===== src/rtl/cdb_arbiter.sv =====
// cdb_arbiter
//   Collects finished results from NUM_EU execution units into per-EU result
//   FIFOs. It then broadcasts up to CDB_NUM_LANES FIFO heads per cycle on the
//   Common Data Bus, using a rotating (round-robin) scan order.
//
//   Optional build macro:
//     CDB_OUT_REG_EN  register the arbiter result before the CDB outputs
//                     (push at edge N -> broadcast in cycle N+2 instead of N+1)
//
//   Ports
//     clk, rst            clock; synchronous active-high reset
//     flush               drops every buffered result and restarts the scan at EU0
//     eu_val / eu_rdy     per-EU result handshake (eu_rdy = FIFO not full)
//     eu_rob_id, eu_op,   per-EU result payload, EU i at slice i
//     eu_rd_tag, eu_data
//     ROB_id_cdb, op_cdb, per-lane CDB broadcast; lane l at slice l
//     rd_tag_cdb,
//     result_data_cdb
//     commit_instr_cdb    per-lane valid, packed from lane 0 upward
module cdb_arbiter #(
  parameter int NUM_EU        = 4,
  parameter int CDB_NUM_LANES = 2,
  parameter int ROB_SIZE_CLOG = 5,
  parameter int FIFO_DEPTH    = 2
) (
  input  logic                                   clk,
  input  logic                                   rst,
  input  logic                                   flush,
  input  logic [NUM_EU-1:0]                      eu_val,
  output logic [NUM_EU-1:0]                      eu_rdy,
  input  logic [NUM_EU*ROB_SIZE_CLOG-1:0]        eu_rob_id,
  input  logic [NUM_EU*6-1:0]                    eu_op,
  input  logic [NUM_EU*5-1:0]                    eu_rd_tag,
  input  logic [NUM_EU*32-1:0]                   eu_data,
  output logic [CDB_NUM_LANES*ROB_SIZE_CLOG-1:0] ROB_id_cdb,
  output logic [CDB_NUM_LANES*6-1:0]             op_cdb,
  output logic [CDB_NUM_LANES*5-1:0]             rd_tag_cdb,
  output logic [CDB_NUM_LANES-1:0]               commit_instr_cdb,
  output logic [CDB_NUM_LANES*32-1:0]            result_data_cdb
);

  localparam int PW   = (FIFO_DEPTH > 1) ? $clog2(FIFO_DEPTH) : 1;
  localparam int CW   = $clog2(FIFO_DEPTH + 1);
  localparam int EW   = (NUM_EU > 1) ? $clog2(NUM_EU) : 1;
  localparam int ENTW = ROB_SIZE_CLOG + 6 + 5 + 32;

  // FIFO entry layout: {rob_id, op, rd_tag, data}
  logic [ENTW-1:0] mem    [NUM_EU][FIFO_DEPTH];
  logic [PW-1:0]   rd_ptr [NUM_EU];
  logic [PW-1:0]   wr_ptr [NUM_EU];
  logic [CW-1:0]   count  [NUM_EU];

  logic [EW-1:0]              rr_ptr;
  logic [EW-1:0]              rr_next;
  logic [NUM_EU-1:0]          push;
  logic [NUM_EU-1:0]          grant;
  logic [CDB_NUM_LANES-1:0]   lane_val;
  logic [ENTW-1:0]            lane_ent [CDB_NUM_LANES];
  logic [CDB_NUM_LANES-1:0]   out_val;
  logic [ENTW-1:0]            out_ent  [CDB_NUM_LANES];

  // Ready depends on occupancy only; a same-cycle pop does not free a slot.
  always_comb begin
    for (int unsigned i = 0; i < NUM_EU; i++) begin
      eu_rdy[i] = (count[i] < CW'(FIFO_DEPTH));
    end
    push = eu_val & eu_rdy;
  end

  // Rotating scan from rr_ptr; each nonempty head takes the next free lane.
  always_comb begin
    int unsigned  n;
    logic [EW-1:0] idx;
    n        = 0;
    idx      = '0;
    grant    = '0;
    lane_val = '0;
    rr_next  = rr_ptr;
    for (int unsigned l = 0; l < CDB_NUM_LANES; l++) begin
      lane_ent[l] = '0;
    end
    for (int unsigned k = 0; k < NUM_EU; k++) begin
      idx = EW'((32'(rr_ptr) + k) % NUM_EU);
      if (count[idx] != '0 && n < CDB_NUM_LANES) begin
        grant[idx] = 1'b1;
        for (int unsigned l = 0; l < CDB_NUM_LANES; l++) begin
          if (l == n) begin
            lane_val[l] = 1'b1;
            lane_ent[l] = mem[idx][rd_ptr[idx]];
          end
        end
        rr_next = EW'((32'(idx) + 1) % NUM_EU);
        n       = n + 1;
      end
    end
  end

  always_ff @(posedge clk) begin
    if (rst || flush) begin
      rr_ptr <= '0;
      for (int unsigned i = 0; i < NUM_EU; i++) begin
        rd_ptr[i] <= '0;
        wr_ptr[i] <= '0;
        count[i]  <= '0;
      end
    end else begin
      rr_ptr <= rr_next;
      for (int unsigned i = 0; i < NUM_EU; i++) begin
        if (push[i])  wr_ptr[i] <= wr_ptr[i] + 1'b1;
        if (grant[i]) rd_ptr[i] <= rd_ptr[i] + 1'b1;
        if (push[i] && !grant[i])      count[i] <= count[i] + 1'b1;
        else if (!push[i] && grant[i]) count[i] <= count[i] - 1'b1;
      end
    end
  end

  always_ff @(posedge clk) begin
    for (int unsigned i = 0; i < NUM_EU; i++) begin
      if (!rst && !flush && push[i]) begin
        mem[i][wr_ptr[i]] <= {eu_rob_id[i*ROB_SIZE_CLOG +: ROB_SIZE_CLOG],
                              eu_op[i*6 +: 6], eu_rd_tag[i*5 +: 5],
                              eu_data[i*32 +: 32]};
      end
    end
  end

`ifdef CDB_OUT_REG_EN
  always_ff @(posedge clk) begin
    if (rst || flush) begin
      out_val <= '0;
      for (int unsigned l = 0; l < CDB_NUM_LANES; l++) out_ent[l] <= '0;
    end else begin
      out_val <= lane_val;
      for (int unsigned l = 0; l < CDB_NUM_LANES; l++) out_ent[l] <= lane_ent[l];
    end
  end
`else
  always_comb begin
    out_val = lane_val;
    for (int unsigned l = 0; l < CDB_NUM_LANES; l++) out_ent[l] = lane_ent[l];
  end
`endif

  // Invalid lanes carry an all-zero entry, so every field reads 0.
  always_comb begin
    commit_instr_cdb = out_val;
    for (int unsigned l = 0; l < CDB_NUM_LANES; l++) begin
      {ROB_id_cdb[l*ROB_SIZE_CLOG +: ROB_SIZE_CLOG], op_cdb[l*6 +: 6],
       rd_tag_cdb[l*5 +: 5], result_data_cdb[l*32 +: 32]} = out_ent[l];
    end
  end

endmodule


===== config.mk =====
export PLATFORM = sky130hd
export DESIGN_NAME = cdb_arbiter
export DESIGN_NICKNAME = d
export VERILOG_FILES = /design/src/rtl/cdb_arbiter.sv
export SDC_FILE = /design/constraint.sdc
export NUM_CORES = 1
export LEC_CHECK = 0
export BUFFER_PORTS_ARGS = -buffer_cell sky130_fd_sc_hd__buf_2
export CAP_MARGIN = 20
export CORE_AREA = 2 2 193 338
export CTS_CLUSTER_DIAMETER = 150
export DETAILED_ROUTE_END_ITERATION = 7
export DIE_AREA = 0 0 195 340
export PLACE_DENSITY = 0.61
export SYNTH_ARGS = -nofsm -noshare
export SYNTH_HDL_FRONTEND = slang
export SYNTH_SLANG_ARGS = --single-unit

===== constraint.sdc =====
create_clock -name clk -period 7.64 [get_ports clk]
set_input_delay 0.764 -clock clk [delete_from_list [all_inputs] [get_ports clk]]
set_output_delay 0.764 -clock clk [all_outputs]
set_load 0.05 [all_outputs]

==> reports/qor.yml, run 1 <==
grt:
  grt_use_met2: 0.586
  grt_busiest_layer: "met2"
  grt_pass1_vias: 25600
  overflow: 0
  met1_usage: 0.418
  gr-usage-all-layers: 0.357
  grt_antenna_before_repair: 20
  gr-usage-met3: 0.0728
  grt_pass1_wl_um: 172000
  grt_max_degree: 74
critical_path:
  arrival_ns: 6.43
  crit_type: "flop to output port"
  end_kind: "output port"
  path_max_fanout: 26
  cp-start-kind: "flop"
  required_ns: 6.88
synth:
  synth_top_area_frac: 0.424
  yosysTopAreaCell: "edfxtp_1"
  syn_inst: 2389
  synth_area_um2: 28300
  syn_nets: 2600
  synth_edf_count: 400
  synth.area.top_cells: "edfxtp_1 42%, mux2i_1 13%, mux2_2 9.9%, mux4_2 7.9%, nand2_1 3.9%"
  synth_warnings: 0
  synth_cell_types: 57
  syn_area_per_cell_um2: 11.9
  synthArstFlopShare: 0
  ys_seq_area_frac: 0.427
  synth-seq-cells: 404
  ys.flop_type: "edfxtp_1"
place:
  io_buffers: 300
  gp_congestion: 0.927
  hpwl_um: 71600
  dp_slack_ns: 0.886
  place_area_um2: 30800
die:
  io_pins: 301
  core_um2: 63700
  rows: 123
  fp.dieH_um: 340
  dieArea_um2: 66300
  fp.dieW_um: 195
  start_util: 0.445
timing:
  clock_skew_ns: 0.0290
  worst_pin_slew_ns: 1.19
  grt_setup_unrepaired: "false"
  hold_viol_final: 0
  setup_slack_ns: 0.443
  drv_slew: 0
  fin_crit_sh: 0.942
  tns_ns: 0
  fmax_ghz: 0.139
  slew_headroom: 0.208
  period_minus_slack_ns: 7.20
  setup_violations: 0
finish:
  nets: 2794
  fill_cells: 5616
  final_common_cell: "edfxtp_1"
  design_area_um2: 32300
  drive_gt1_frac: 0.343
  layout_common_cells: "400 x edfxtp_1, 373 x mux2i_1, 300 x buf_2"
  synthToLayoutAreaGrowth_pct: 13.8
clock_network:
  cts_buffer_depth: 3
  cts_root_buf: "clkbuf_16"
  postCtsSetupBuffers: 0
  insertion_delay_ns: 0.60
  cts.htree.levels: 2
  cts_sinks: 404
  numCtsBuffers: 43
  tritoncts: "built"
  cts.repair.resized: 0
  ctsHoldBuffers: 0
  cts.reportedPaths.clkPinSlew_ns: 0.07
detailed_routing:
  viasPerCell: 7.25
  drt-initial-drc-count: 2880
  drt-pass1-iter-count: 6
  routedWlPerCell_um: 35.2
  route.vias.total: 24900
  drt_wl_total_um: 121000
  drc_errors: 0
  antenna_left: 0
run_status:
  status: "complete, no violations"
hold_path:
  hp-class: "input pin to flop"
job:
  maxCapViolCount: 0
==> cell type report <==
class	instances	area (um^2)	area share
timing repair buffer	372	2100	0.0652
antenna	9	22.5	0.000698
tap	812	1020	0.0315
clock buffer	46	1090	0.0337
multi-input combinational	1749	15500	0.480
clock inverter	28	389	0.0121
inverter	13	50.0	0.00155
sequential	404	12100	0.375
==> per-stage QoR <==
stage | util | hold WS [ns] | cells
2_1_floorplan | - | 0.558 | 2389
3_5_place_dp | 0.483 | 0.623 | 3350
3_3_place_gp | 0.483 | 0.606 | 3350
4_1_cts | 0.506 | 0.321 | 3424
5_1_grt | 0.506 | 0.332 | 3426
6_report | 0.506 | 0.346 | 3433
==> registers in the layout, summed over array words and instances (netlist names), named ones only <==
| name | flops |
|---|---|
| wr_ptr | 4 |
| mem | 384 |
| count | 8 |
| rr_ptr | 2 |
| rd_ptr | 4 |
==> cell families after synthesis <==
family	share of synthesized area
flops	0.427
compound gates	0.132
fa+ha+maj	0.00556
mux	0.313
simple gates	0.0866
buf+inv	0.0371
==> Yosys cell counts, drive strengths merged, types with 4 or more instances <==
library cell    n
a211oi        101
a21oi          14
a22oi         100
a31oi          90
a32oi           4
and2            4
and3            9
and4            6
buf            89
clkbuf        134
dfxtp           4
edfxtp        400
ha             11
inv            13
mux2          250
mux2i         379
mux4          100
nand2         294
nand3         109
nand4          48
nor2           14
nor2b           5
nor3           19
nor4            6
o211ai         12
o21ai           6
o221a          47
o221ai         37
o22ai          48
or2             7
or3             6
==> layer usage <==
metal | vias up | routed length [um]
li1 | 10100 | -
met1 | 12200 | 42000
met2 | 1993 | 56500
met3 | 643 | 12800
met4 | 18 | 9510
met5 | - | 124
==> critical path, stage by stage (launching register included) <==
cell,delay (ns)
dfxtp_2,0.55
inv_2,0.18
ha_1,0.31
buf_4,0.34
nor4bb_1,0.40
nor4_2,0.09
buf_4,0.19
ha_1,0.25
nor2_1,0.37
fa_1,0.53
nor3_1,0.43
o2111a_4,0.67
buf_4,0.55
a211oi_1,0.10
a211oi_1,0.50
buf_2,0.37
==> worst paths after layout <==
kind	start	endpoint	slack, ns	depth (start not counted)
worst min-delay path	eu_data[79]	mem[2][15]$_DFFE_PP_	0.35	1
worst min register to register	wr_ptr[1]$_SDFFCE_PN0P_	wr_ptr[1]$_SDFFCE_PN0P_	0.63	1
worst max-delay path	rr_ptr[1]$_SDFFE_PN0N_	rd_tag_cdb[4]	0.44	15
worst max register to register	rr_ptr[1]$_SDFFE_PN0N_	count[1][1]$_SDFFCE_PN0P_	2.94	13
Power of run 1 is not shown: default switching activity piles up to over one toggle a cycle in this logic, so the estimate is an artifact.
==> inputs of run 2 (changes only) <==
==> constraint.sdc (replaced) <==
create_clock -name clk -period 7.64 [get_ports clk]
set_input_delay 0.382 -clock clk [delete_from_list [all_inputs] [get_ports clk]]
set_output_delay 0.382 -clock clk [all_outputs]
set_load 0.05 [all_outputs]
==> reports/qor.yml, run 2 (synthesis gave the netlist of run 1 again) <==
clock_network:
  cts.reportedPaths.clkPinSlew_ns: 0.06  # was 0.07 ns
  insertion_delay_ns: 0.61  # was 0.60 ns
  cts_sinks: 404  # unchanged
  cts_buffer_depth: 3  # unchanged
  cts.repair.resized: 0  # unchanged
  tritoncts: "built"  # unchanged
  postCtsSetupBuffers: 0  # unchanged
  cts.htree.levels: 2  # unchanged
  numCtsBuffers: 42  # was 43
  cts_root_buf: "clkbuf_16"  # unchanged
detailed_routing:
  drt_wl_total_um: 123000  # was 121000 um
  route.vias.total: 25700  # was 24900
  drt-pass1-iter-count: 6  # unchanged
  routedWlPerCell_um: 34.2  # was 35.2 um
  antenna_left: 0  # unchanged
  drc_errors: 0  # unchanged
  drt-initial-drc-count: 2760  # was 2880
  viasPerCell: 7.14  # was 7.25
die:
  fp.dieH_um: 340  # unchanged
  start_util: 0.445  # unchanged
  io_pins: 301  # unchanged
  rows: 123  # unchanged
  fp.dieW_um: 195  # unchanged
  core_um2: 63700  # unchanged
  dieArea_um2: 66300  # unchanged
timing:
  clock_skew_ns: 0.0270  # was 0.0290 ns
  hold_viol_final: 0  # unchanged
  slew_headroom: 0.193  # was 0.208
  tns_ns: 0  # unchanged
  worst_pin_slew_ns: 1.21  # was 1.19 ns
  drv_slew: 0  # unchanged
  setup_violations: 0  # unchanged
  fmax_ghz: 0.134  # was 0.139 GHz
  grt_setup_unrepaired: "false"  # unchanged
  fin_crit_sh: 0.976  # was 0.942
  period_minus_slack_ns: 7.45  # was 7.20 ns
finish:
  drive_gt1_frac: 0.322  # was 0.343
  final_common_cell: "edfxtp_1"  # unchanged
  synthToLayoutAreaGrowth_pct: 19.3  # was 13.8%
  nets: 2957  # was 2794
  largest_register_ffs: 384  # unchanged
  design_area_um2: 33800  # was 32300 um^2
  fill_cells: 5508  # was 5616
  fin_util: 0.531  # was 0.506
  layout_common_cells: "400 x edfxtp_1, 373 x mux2i_1, 300 x buf_2"  # unchanged
  multi_input_area_um2: 15500  # unchanged
  seqCellArea_um2: 12100  # about the same
critical_path:
  arrival_ns: 7.07  # was 6.43 ns
  r2r_slack_ns: 2.31  # was 2.94 ns
  slowest_delay_ns: 0.90  # was 0.67 ns
  required_ns: 7.26  # was 6.88 ns
  crit_type: "flop to output port"  # unchanged
  cp-start-kind: "flop"  # unchanged
  worstPathCellList: "buf_4 -> nor4b_1 -> nor4_2 -> ha_1 -> nor2_1 -> fa_1 -> nor3_1 -> o2111a_4 -> a21oi_4 -> buf_4 -> a211oi_1 -> buf_2"  # was inv_2 -> ha_1 -> buf_4 -> nor4bb_1 -> nor4_2 -> buf_4 -> ha_1 -> nor2_1 -> fa_1 -> nor3_1 -> o2111a_4 -> buf_4 -> a211oi_1 -> a211oi_1 -> buf_2
  cp_slowest_cell: "o2111a_4"  # unchanged
  path_common_cell: "buf_4"  # unchanged
  end_kind: "output port"  # unchanged
  path_max_fanout: 53  # was 26
place:
  gp_congestion: 0.940  # was 0.927
  place_area_um2: 30700  # was 30800 um^2
  hpwl_um: 73000  # was 71600 um
  io_buffers: 300  # unchanged
grt:
  grt_antenna_before_repair: 8  # was 20
  overflow: 0  # unchanged
  grt_max_degree: 97  # was 74
  grt_pass1_wl_um: 176000  # was 172000 um
  gr-usage-all-layers: 0.363  # was 0.357
  grt_pass1_vias: 26800  # was 25600
power_and_ir_drop:
  p_leak_nw: 13.0
  p_int_mw: 7.30
  power_frac_seq: 0.159
  p_switching_mw: 9.89
  power_density_nw_per_um2: 508
  p_sw_frac: 0.575
  vdd_drop_max_v: 0.000957
  p_comb_frac: 0.715
  p_clk_frac: 0.127
job:
  maxCapViolCount: 0  # unchanged
hold_path:
  hp-class: "input pin to flop"  # unchanged
run_status:
  status: "complete, no violations"  # unchanged
run 2: power groups by stage:
stage	logic, mW	clock network, mW	registers, mW
2_1_floorplan	8.38	0	2.69
3_3_place_gp	11.8	0	2.76
3_5_place_dp	11.9	0	2.77
4_1_cts	12.0	2.20	2.72
5_1_grt	12.6	2.28	2.74
6_report	12.3	2.18	2.73
run 2: stage by stage:
stage,setup WS [ns],total power [mW],cells,hold slack (ns)
floorplan,2.31,11.1,2389,0.481
global placement,1.23,14.6,3343,0.569
detailed placement,1.14,14.7,3346,0.573
CTS,0.482,16.9,3590,0.000835
global route,0.116,17.6,3593,0.00120
finish,0.187,17.2,3595,0.0101
run 2: worst paths after layout:
| path | start | to | cells past startpoint |
|---|---|---|---|
| max | rr_ptr[0]$_SDFFE_PN0N_ | result_data_cdb[11] | 12 |
| min | eu_data[127] | mem[3][31]$_DFFE_PP_ | 1 |
| max reg2reg | rr_ptr[0]$_SDFFE_PN0N_ | count[1][1]$_SDFFCE_PN0P_ | 10 |
| min reg2reg | wr_ptr[2]$_SDFFCE_PN0P_ | wr_ptr[2]$_SDFFCE_PN0P_ | 1 |
run 2: what timing repair did:
| action | in CTS | in global routing |
|---|---|---|
| hold endpoints to repair | 334 | 2 |
| endpoints found under the setup margin | 0 | 0 |
| hold buffers | 167 | 1 |
run 2: worst max-delay path, delay by kind of cell (launching register included):
kind / cells / cell delay [ns]
flops: 1 / 0.75
simple gates: 4 / 1.49
buf+inv: 3 / 1.48
fa+ha+maj: 2 / 0.88
compound gates: 3 / 1.72
run 2: cell type report:
type | instances | area share
diodes | 4 | 0.000296
clock buffers | 50 | 0.0326
clock inverters | 27 | 0.00888
inverters | 13 | 0.00148
multi-input cells | 1749 | 0.458
flip-flops and latches | 404 | 0.358
well taps | 812 | 0.0300
repair buffers | 536 | 0.111
run 2: metal layers:
layer	vias to the layer above	GRT usage	part of all wire
li1	10400	-	-
met5	-	0	0.00058
met4	10	0.260	0.082
met1	12500	0.411	0.34
met2	2142	0.601	0.47
met3	673	0.0857	0.11
(Power assumes the default switching activity.)
